<file path="src/rtl/seq_restoring_divider.sv">
// Multi-cycle restoring divider: one quotient bit per clock, start/done handshake.
// Define SIGNED_DIV_EN for two's-complement operands (sign fix-up around the unsigned core).

module seq_restoring_divider_add4 (
    input  logic [3:0] a,
    input  logic [3:0] b,
    input  logic       ci,
    output logic [3:0] s,
    output logic       co
);
    assign {co, s} = {1'b0, a} + {1'b0, b} + {4'b0, ci};
endmodule

module seq_restoring_divider #(
    parameter int WIDTH = 8
) (
    input  logic             clk,
    input  logic             reset,
    input  logic             start,
    input  logic [WIDTH-1:0] dividend,
    input  logic [WIDTH-1:0] divisor,
    output logic [WIDTH-1:0] quotient,
    output logic [WIDTH-1:0] remainder,
    output logic             busy,
    output logic             done,
    output logic             div_by_zero
);
    localparam int NSLICE = WIDTH / 4;
    localparam int CW     = $clog2(WIDTH + 1);

    typedef enum logic [1:0] {IDLE, RUN, DONE} state_t;
    state_t state, state_nxt;

    logic [CW-1:0]    cnt;
    logic [WIDTH-1:0] p, q, d;
    logic [WIDTH:0]   t;
    logic [WIDTH-1:0] nd, diff_lo, p_nxt, q_nxt;
    logic [NSLICE:0]  c;
    logic             ge;
    logic [WIDTH-1:0] a_mag, b_mag, q_fix, r_fix;

    // Trial subtraction T - D as T + ~D + 1, rippled through 4-bit slices.
    assign t    = {p, q[WIDTH-1]};
    assign nd   = ~d;
    assign c[0] = 1'b1;

    for (genvar i = 0; i < NSLICE; i++) begin : g_slice
        seq_restoring_divider_add4 u_add4 (
            .a  (t[4*i +: 4]),
            .b  (nd[4*i +: 4]),
            .ci (c[i]),
            .s  (diff_lo[4*i +: 4]),
            .co (c[i+1])
        );
    end

    // Top bit of the WIDTH+1 subtract: D's extension bit is 0, so ~D contributes 1.
    assign ge    = t[WIDTH] | c[NSLICE];
    assign p_nxt = ge ? diff_lo : t[WIDTH-1:0];
    assign q_nxt = {q[WIDTH-2:0], ge};

`ifdef SIGNED_DIV_EN
    logic neg_q, neg_r;
    assign a_mag = dividend[WIDTH-1] ? -dividend : dividend;
    assign b_mag = divisor[WIDTH-1]  ? -divisor  : divisor;
    assign q_fix = neg_q ? -q_nxt : q_nxt;
    assign r_fix = neg_r ? -p_nxt : p_nxt;

    always_ff @(posedge clk or posedge reset) begin
        if (reset) begin
            neg_q <= 1'b0;
            neg_r <= 1'b0;
        end else if (state == IDLE && start) begin
            neg_q <= dividend[WIDTH-1] ^ divisor[WIDTH-1];
            neg_r <= dividend[WIDTH-1];
        end
    end
`else
    assign a_mag = dividend;
    assign b_mag = divisor;
    assign q_fix = q_nxt;
    assign r_fix = p_nxt;
`endif

    always_ff @(posedge clk or posedge reset) begin
        if (reset) state <= IDLE;
        else       state <= state_nxt;
    end

    always_comb begin
        state_nxt = state;
        case (state)
            IDLE:    if (start) state_nxt = (divisor == '0) ? DONE : RUN;
            RUN:     if (cnt == CW'(1)) state_nxt = DONE;
            DONE:    state_nxt = IDLE;
            default: state_nxt = IDLE;
        endcase
    end

    assign busy = (state == RUN);
    assign done = (state == DONE);

    always_ff @(posedge clk or posedge reset) begin
        if (reset) begin
            cnt         <= '0;
            p           <= '0;
            q           <= '0;
            d           <= '0;
            quotient    <= '0;
            remainder   <= '0;
            div_by_zero <= 1'b0;
        end else begin
            case (state)
                IDLE: if (start) begin
                    div_by_zero <= 1'b0;
                    if (divisor == '0) begin
                        quotient    <= '1;
                        remainder   <= dividend;
                        div_by_zero <= 1'b1;
                    end else begin
                        cnt <= CW'(WIDTH);
                        p   <= '0;
                        q   <= a_mag;
                        d   <= b_mag;
                    end
                end
                RUN: begin
                    p   <= p_nxt;
                    q   <= q_nxt;
                    cnt <= cnt - CW'(1);
                    if (cnt == CW'(1)) begin
                        quotient  <= q_fix;
                        remainder <= r_fix;
                    end
                end
                default: ;
            endcase
        end
    end
endmodule
</file>
<file path="config.mk">
export PLATFORM = sky130hd
export DESIGN_NAME = seq_restoring_divider
export DESIGN_NICKNAME = d
export VERILOG_FILES = /design/src/rtl/seq_restoring_divider.sv
export SDC_FILE = /design/constraint.sdc
export NUM_CORES = 1
export LEC_CHECK = 0
export ABC_AREA = 0
export ABC_CLOCK_PERIOD_IN_PS = 3700
export BUFFER_PORTS_ARGS = -buffer_cell sky130_fd_sc_hd__buf_4
export CAP_MARGIN = 15
export CORE_ASPECT_RATIO = 0.8
export CORE_MARGIN = 1
export CORE_UTILIZATION = 56
export DETAILED_ROUTE_END_ITERATION = 12
export PLACE_DENSITY = 0.79
export SLEW_MARGIN = 20
export SYNTH_ARGS = -nofsm -noshare
export SYNTH_HDL_FRONTEND = slang
export SYNTH_HIERARCHICAL = 1
export SYNTH_SLANG_ARGS = --single-unit
</file>
<file path="constraint.sdc">
create_clock -name clk -period 3.7 [get_ports clk]
set_input_delay 0.555 -clock clk [delete_from_list [all_inputs] [get_ports clk]]
set_output_delay 0.555 -clock clk [all_outputs]
set_load 0.02 [all_outputs]
</file>
==> Yosys cells after proc, flatten, opt, wreduce, memory -nomap -nowiden <==
Cells that the tools add are included.
{ "op_classes": {"addsub": 5, "n_eq_ne": 7, "n_mux": 23, "bitwise": 3, "n_reduce_logical": 8} }
{ "op_table": {"columns": ["cell", "n"], "rows": [
  ["8-bit two-way mux", 11],
  ["8-bit one-hot mux with 2 select lines", 4],
  ["4-bit by 4-bit adder with 5-bit output", 2],
  ["8-bit logical NOT", 1],
  ["4-bit two-way mux", 2],
  ["8-bit NOT", 1],
  ["4-bit one-hot mux with 2 select lines", 1],
  ["2-bit two-way mux", 3],
  ["2-bit != test (second input constant)", 3],
  ["3-bit AND reduction", 2],
  ["5-bit by 1-bit adder with 5-bit output", 1],
  ["5-bit by 1-bit adder with 5-bit output (second input constant)", 1],
  ["4-bit by 1-bit == test with 1-bit output (second input constant)", 1],
  ["2-bit one-hot mux with 2 select lines", 1],
  ["2-bit AND reduction", 2],
  ["4-bit AND reduction", 1],
  ["4-bit by 1-bit subtractor with 4-bit output (second input constant)", 1],
  ["2-bit by 1-bit == test with 1-bit output (second input constant)", 1],
  ["2-bit == test (second input constant)", 1],
  ["2-bit logical NOT", 1],
  ["2-bit by 1-bit != test with 1-bit output (second input constant)", 1],
  ["2-bit nonzero test", 1],
  ["1-bit two-way mux", 1],
  ["1-bit NOT", 1],
  ["1-bit bitwise OR", 1]
]} }
{ "word_totals": {"reg_bits": 47, "inputBits": 19, "output_inout_bits": 19, "wordCells": 54} }

==> Logic depth before layout (Yosys ltp) <==
{ "depth": {"word_depth": 8, "ltp_mapped": 18, "mapped_depth_nobuf": 17} }

==> Hierarchy <==
Netlist, hierarchy kept.
{ "modules_own_cells": {"columns": ["module", "instances", "cells_each", "area_each_um2", "seq_area_each_um2"], "rows": [
  ["seq_restoring_divider", 1, 198, 2214.6, 1176.1],
  ["seq_restoring_divider_add4", 2, 16, 143.9, 0.0]
]} }

==> Least setup slack after synthesis <==
Ideal clock, no wire load.
{ "synth_timing": {"path_type": "flip-flop to flip-flop", "start": "reg q[7]", "end": "reg remainder[1]", "setup_ps": 125, "t_arrival_ps": 3174, "required_time_ps": 3575, "slack_ps": 401, "path_stages_with_launch": 18, "n_path_buf": 1, "period_less_slack_ps": 3299, "cell_sequence": "dfrtp_1 fa_1 inv_1 fa_1 nor2b_1 o21ai_0 nand2b_1 fa_1 inv_1 fa_1 nor2b_1 o21ai_0 nand2b_1 nor2_1 buf_2 mux2i_1 o21ai_0 mux2_4"} }
{ "synth_via": {"elab_chain_cells": 7} }
{ "synth_rtl": {"columns": ["element", "line_no", "rtl"], "rows": [
  ["from (decl)", "35", "logic [WIDTH-1:0] p, q, d;"],
  ["from (signal assigned)", "123", "q <= a_mag;"],
  ["from (signal assigned)", "129", "q <= q_nxt;"],
  ["4-bit by 4-bit adder with 5-bit output", "11", "assign {co, s} = {1'b0, a} + {1'b0, b} + {4'b0, ci};"],
  ["5-bit by 1-bit adder with 5-bit output", "11", null],
  ["via c[1]", "38", "logic [NSLICE:0] c;"],
  ["5-bit by 1-bit adder with 5-bit output", "11", null],
  ["via c[2]", "38", null],
  ["1-bit bitwise OR", "58", "assign ge = t[WIDTH] | c[NSLICE];"],
  ["8-bit two-way mux", "59", "assign p_nxt = ge ? diff_lo : t[WIDTH-1:0];"],
  ["8-bit two-way mux", "131", "if (cnt == CW'(1)) begin"],
  ["8-bit one-hot mux with 2 select lines", "113", "case (state)"],
  ["to (signal assigned)", "118", "remainder <= dividend;"],
  ["to (signal assigned)", "133", "remainder <= r_fix;"],
  ["to (decl)", "23", "output logic [WIDTH-1:0] remainder,"]
]} }
The timed path passes the listed nets, and every way through them passes these cells. The select of a mux whose other input is x is not followed.
A chain may end at the register's enable or synchronous reset.

==> Worst setup path in the final report <==
{ "layout_timing": {"start": "reg q[7]", "end": "reg remainder[6]"} }
Same word-level chain as after synthesis.

==> out/metrics.cfg <==
[run_status]
status = finished clean

[sta]
relSlewSlack = 0.312
drv_slew = 0
period_share = 0.937
fin_worst_skew_ns = 0.00293
fmax_ghz = 0.288
timing.final.crit_period_ns = 3.47
setup_tns_ns = 0
setup_violations = 0
hold_violations = 0
finalWorstSetupSlack_ns = 0.232
worst_pin_slew_ns = 1.03

[run]
maxCapViolations = 0

[global_routing]
grt.total_usage = 0.219
overflow = 0
grt_pass1_wl_um = 7780
grt_pass1_vias = 1639
grt_max_degree = 48
antenna_found_initial = 0

[logic_synthesis]
syn-mean-instance-area_um2 = 10.9
synth_cells = 230
synth_warnings = 6
synth_cell_types = 30
synth_edf_count = 0
syn-cell-area_um2 = 2500
ys_ff_latch = 47
synth-seq-area-share = 0.470
async_flop_share = 1.00
syn_nets = 261
synth_top_flop_cell = dfrtp_1

[critical_path]
critical_path.endpoint_type = flip-flop
crit_chain = fa_1, inv_1, fa_2, nor2b_1, o21ai_0, nand2b_1, fa_1, inv_1, fa_2, nor2b_1, o21ai_0, nand2b_1, nor2_2, buf_6, mux2i_1, o21ai_0, mux2_2
required_ns = 3.90
arrival_ns = 3.66
path_class = flip-flop to flip-flop
cpPeakStageDelay_ns = 0.44
worstSetupStartpointType = flip-flop
crit_path_frequent_cell = o21ai_0
crit_fanout = 5
crit_path_top_delay_cell = fa_1

[die]
initial_core_util = 0.592
dieArea_um2 = 4740
fp.dieW_um = 76.7
num_io_pins = 38
core_area_um2 = 4230
fp-row-count = 21
die_height_um = 61.8

[route]
dr_total_vias = 1757
viasPerCell = 5.37
totalWireLength_um = 4800
drtAntennaViolNets = 0
wl_per_cell_um = 14.7
dr.pass1.iters = 4
drc = 0
first_iter_violations = 74

[final_layout]
drive_gt1_frac = 0.285
utilization = 0.696
mostFrequentLayoutCells = 47 x dfrtp_1, 40 x buf_4, 28 x inv_1, 26 x nand2_1, 16 x mux2_2
fillCellCount = 340
syn_to_final_growth_pct = 17.6
stdcell_count = 327
fin_area_um2 = 2940
final_nets = 301
final_common_cell = dfrtp_1
antenna_cells = 0

[cts]
cts_max_level = 2
root_buffer = clkbuf_8
cts_tree = done
cts_buffer_depth = 2
cts_sinks = 47
clk_pin_slew_ns = 0.08
clock_latency_ns = 0.30
cts_buffers = 5

[pwr]
vdd_drop_max_mv = 0.628
p_per_area_nw_per_um2 = 1030
power.leakage_nw = 1.44

[placed_design]
io_buffers = 37
post-dp-hpwl_um = 3480
dp.cells = 318
place_ws_ns = 0.195
routabilityCongestion = 0.819
placed_area_um2 = 2820

[worst_hold_path]
hold_path_class = input port to asynchronous set/reset pin

==> report_power, final <==
group          internal, W  switching (W)
clock             0.000147       0.000170
combinational     0.000828       0.000931
sequential        0.000771       0.000178
total              0.00175        0.00128
==> what timing repair did <==
item	CTS	global route
setup buffers	0	1
resized for setup	0	6
hold buffers	0	0
endpoints found under the setup margin	0	7
==> path summary, 6_finish.rpt <==
path,from,to,slack [ns],cells after the start
min in group clk,divisor[5],d[5]$_DFFE_PP0P_,0.51,2
setup reg to reg,q[7]$_DFFE_PP0P_,remainder[6]$_DFFE_PP0P_,0.23,17
max in group asynchronous,reset,cnt[2]$_DFFE_PP0P_,2.86,2
setup / recovery,q[7]$_DFFE_PP0P_,remainder[6]$_DFFE_PP0P_,0.23,17
hold / removal,reset,quotient[2]$_DFFE_PP0P_,0.37,2
hold reg to reg,d[2]$_DFFE_PP0P_,d[2]$_DFFE_PP0P_,0.52,1
==> cell type report <==
cell class,instances,area [um^2],share of cell area
Clock buffer,6,82.6,0.0280
Clock inverter,1,5.00,0.00170
Inverter,29,110,0.0374
Multi-Input combinational cell,145,1180,0.402
Sequential cell,47,1180,0.399
Tap cell,57,71.3,0.0242
Timing Repair Buffer,42,317,0.108
==> per-stage QoR <==
step | hold slack, ns | power, W
2_1_floorplan | 0.481 | 0.00216
3_3_place_gp | 0.482 | 0.00256
3_5_place_dp | 0.497 | 0.00262
4_1_cts | 0.510 | 0.00294
5_1_grt | 0.437 | 0.00326
6_report | 0.374 | 0.00303
==> layer usage <==
metal  track usage  share of wire
met5             0              0
met4        0.0962          0.013
met3        0.0467          0.038
met1         0.294           0.49
met2         0.351           0.46
==> Yosys cell counts (all sizes together) (3+ instances only) <==
library cell / count / share of area
dfrtp: 47 / 0.47
inv: 29 / 0.043
nand2: 26 / 0.039
mux2: 25 / 0.12
mux2i: 15 / 0.060
nor2: 14 / 0.021
o21ai: 12 / 0.024
a21oi: 9 / 0.021
buf: 9 / 0.022
ha: 8 / 0.040
o2bb2ai: 7 / 0.025
a21o: 4 / 0.012
fa: 4 / 0.032
xnor2: 4 / 0.014
nand2b: 3 / 0.0075
o22ai: 3 / 0.013
==> critical path: cells and delay by family, from the launching register on <==
kind            cells  cell delay (ns)
buf+inv             3             0.33
mux                 2             0.58
compound gates      3             0.39
fa+ha+maj           4             1.23
simple gates        5             0.42
flops               1             0.42
==> sequential cells by signal, summed over array words and instances (netlist names) <==
signal and count:
remainder 8, d 8, state 2, quotient 8, q 8, cnt 4
p 8, div_by_zero 1
==> cells by family after synthesis <==
kind of cell / share of synthesized area
other: 0.00150
AOI/OAI and AO/OA: 0.108
buffers and inverters: 0.0655
xor gates and xnor gates: 0.0140
and+or+nand+nor: 0.0935
DFF: 0.470
adders and majority gates: 0.0720
muxes: 0.175
Power figures use the tool's default switching activity.
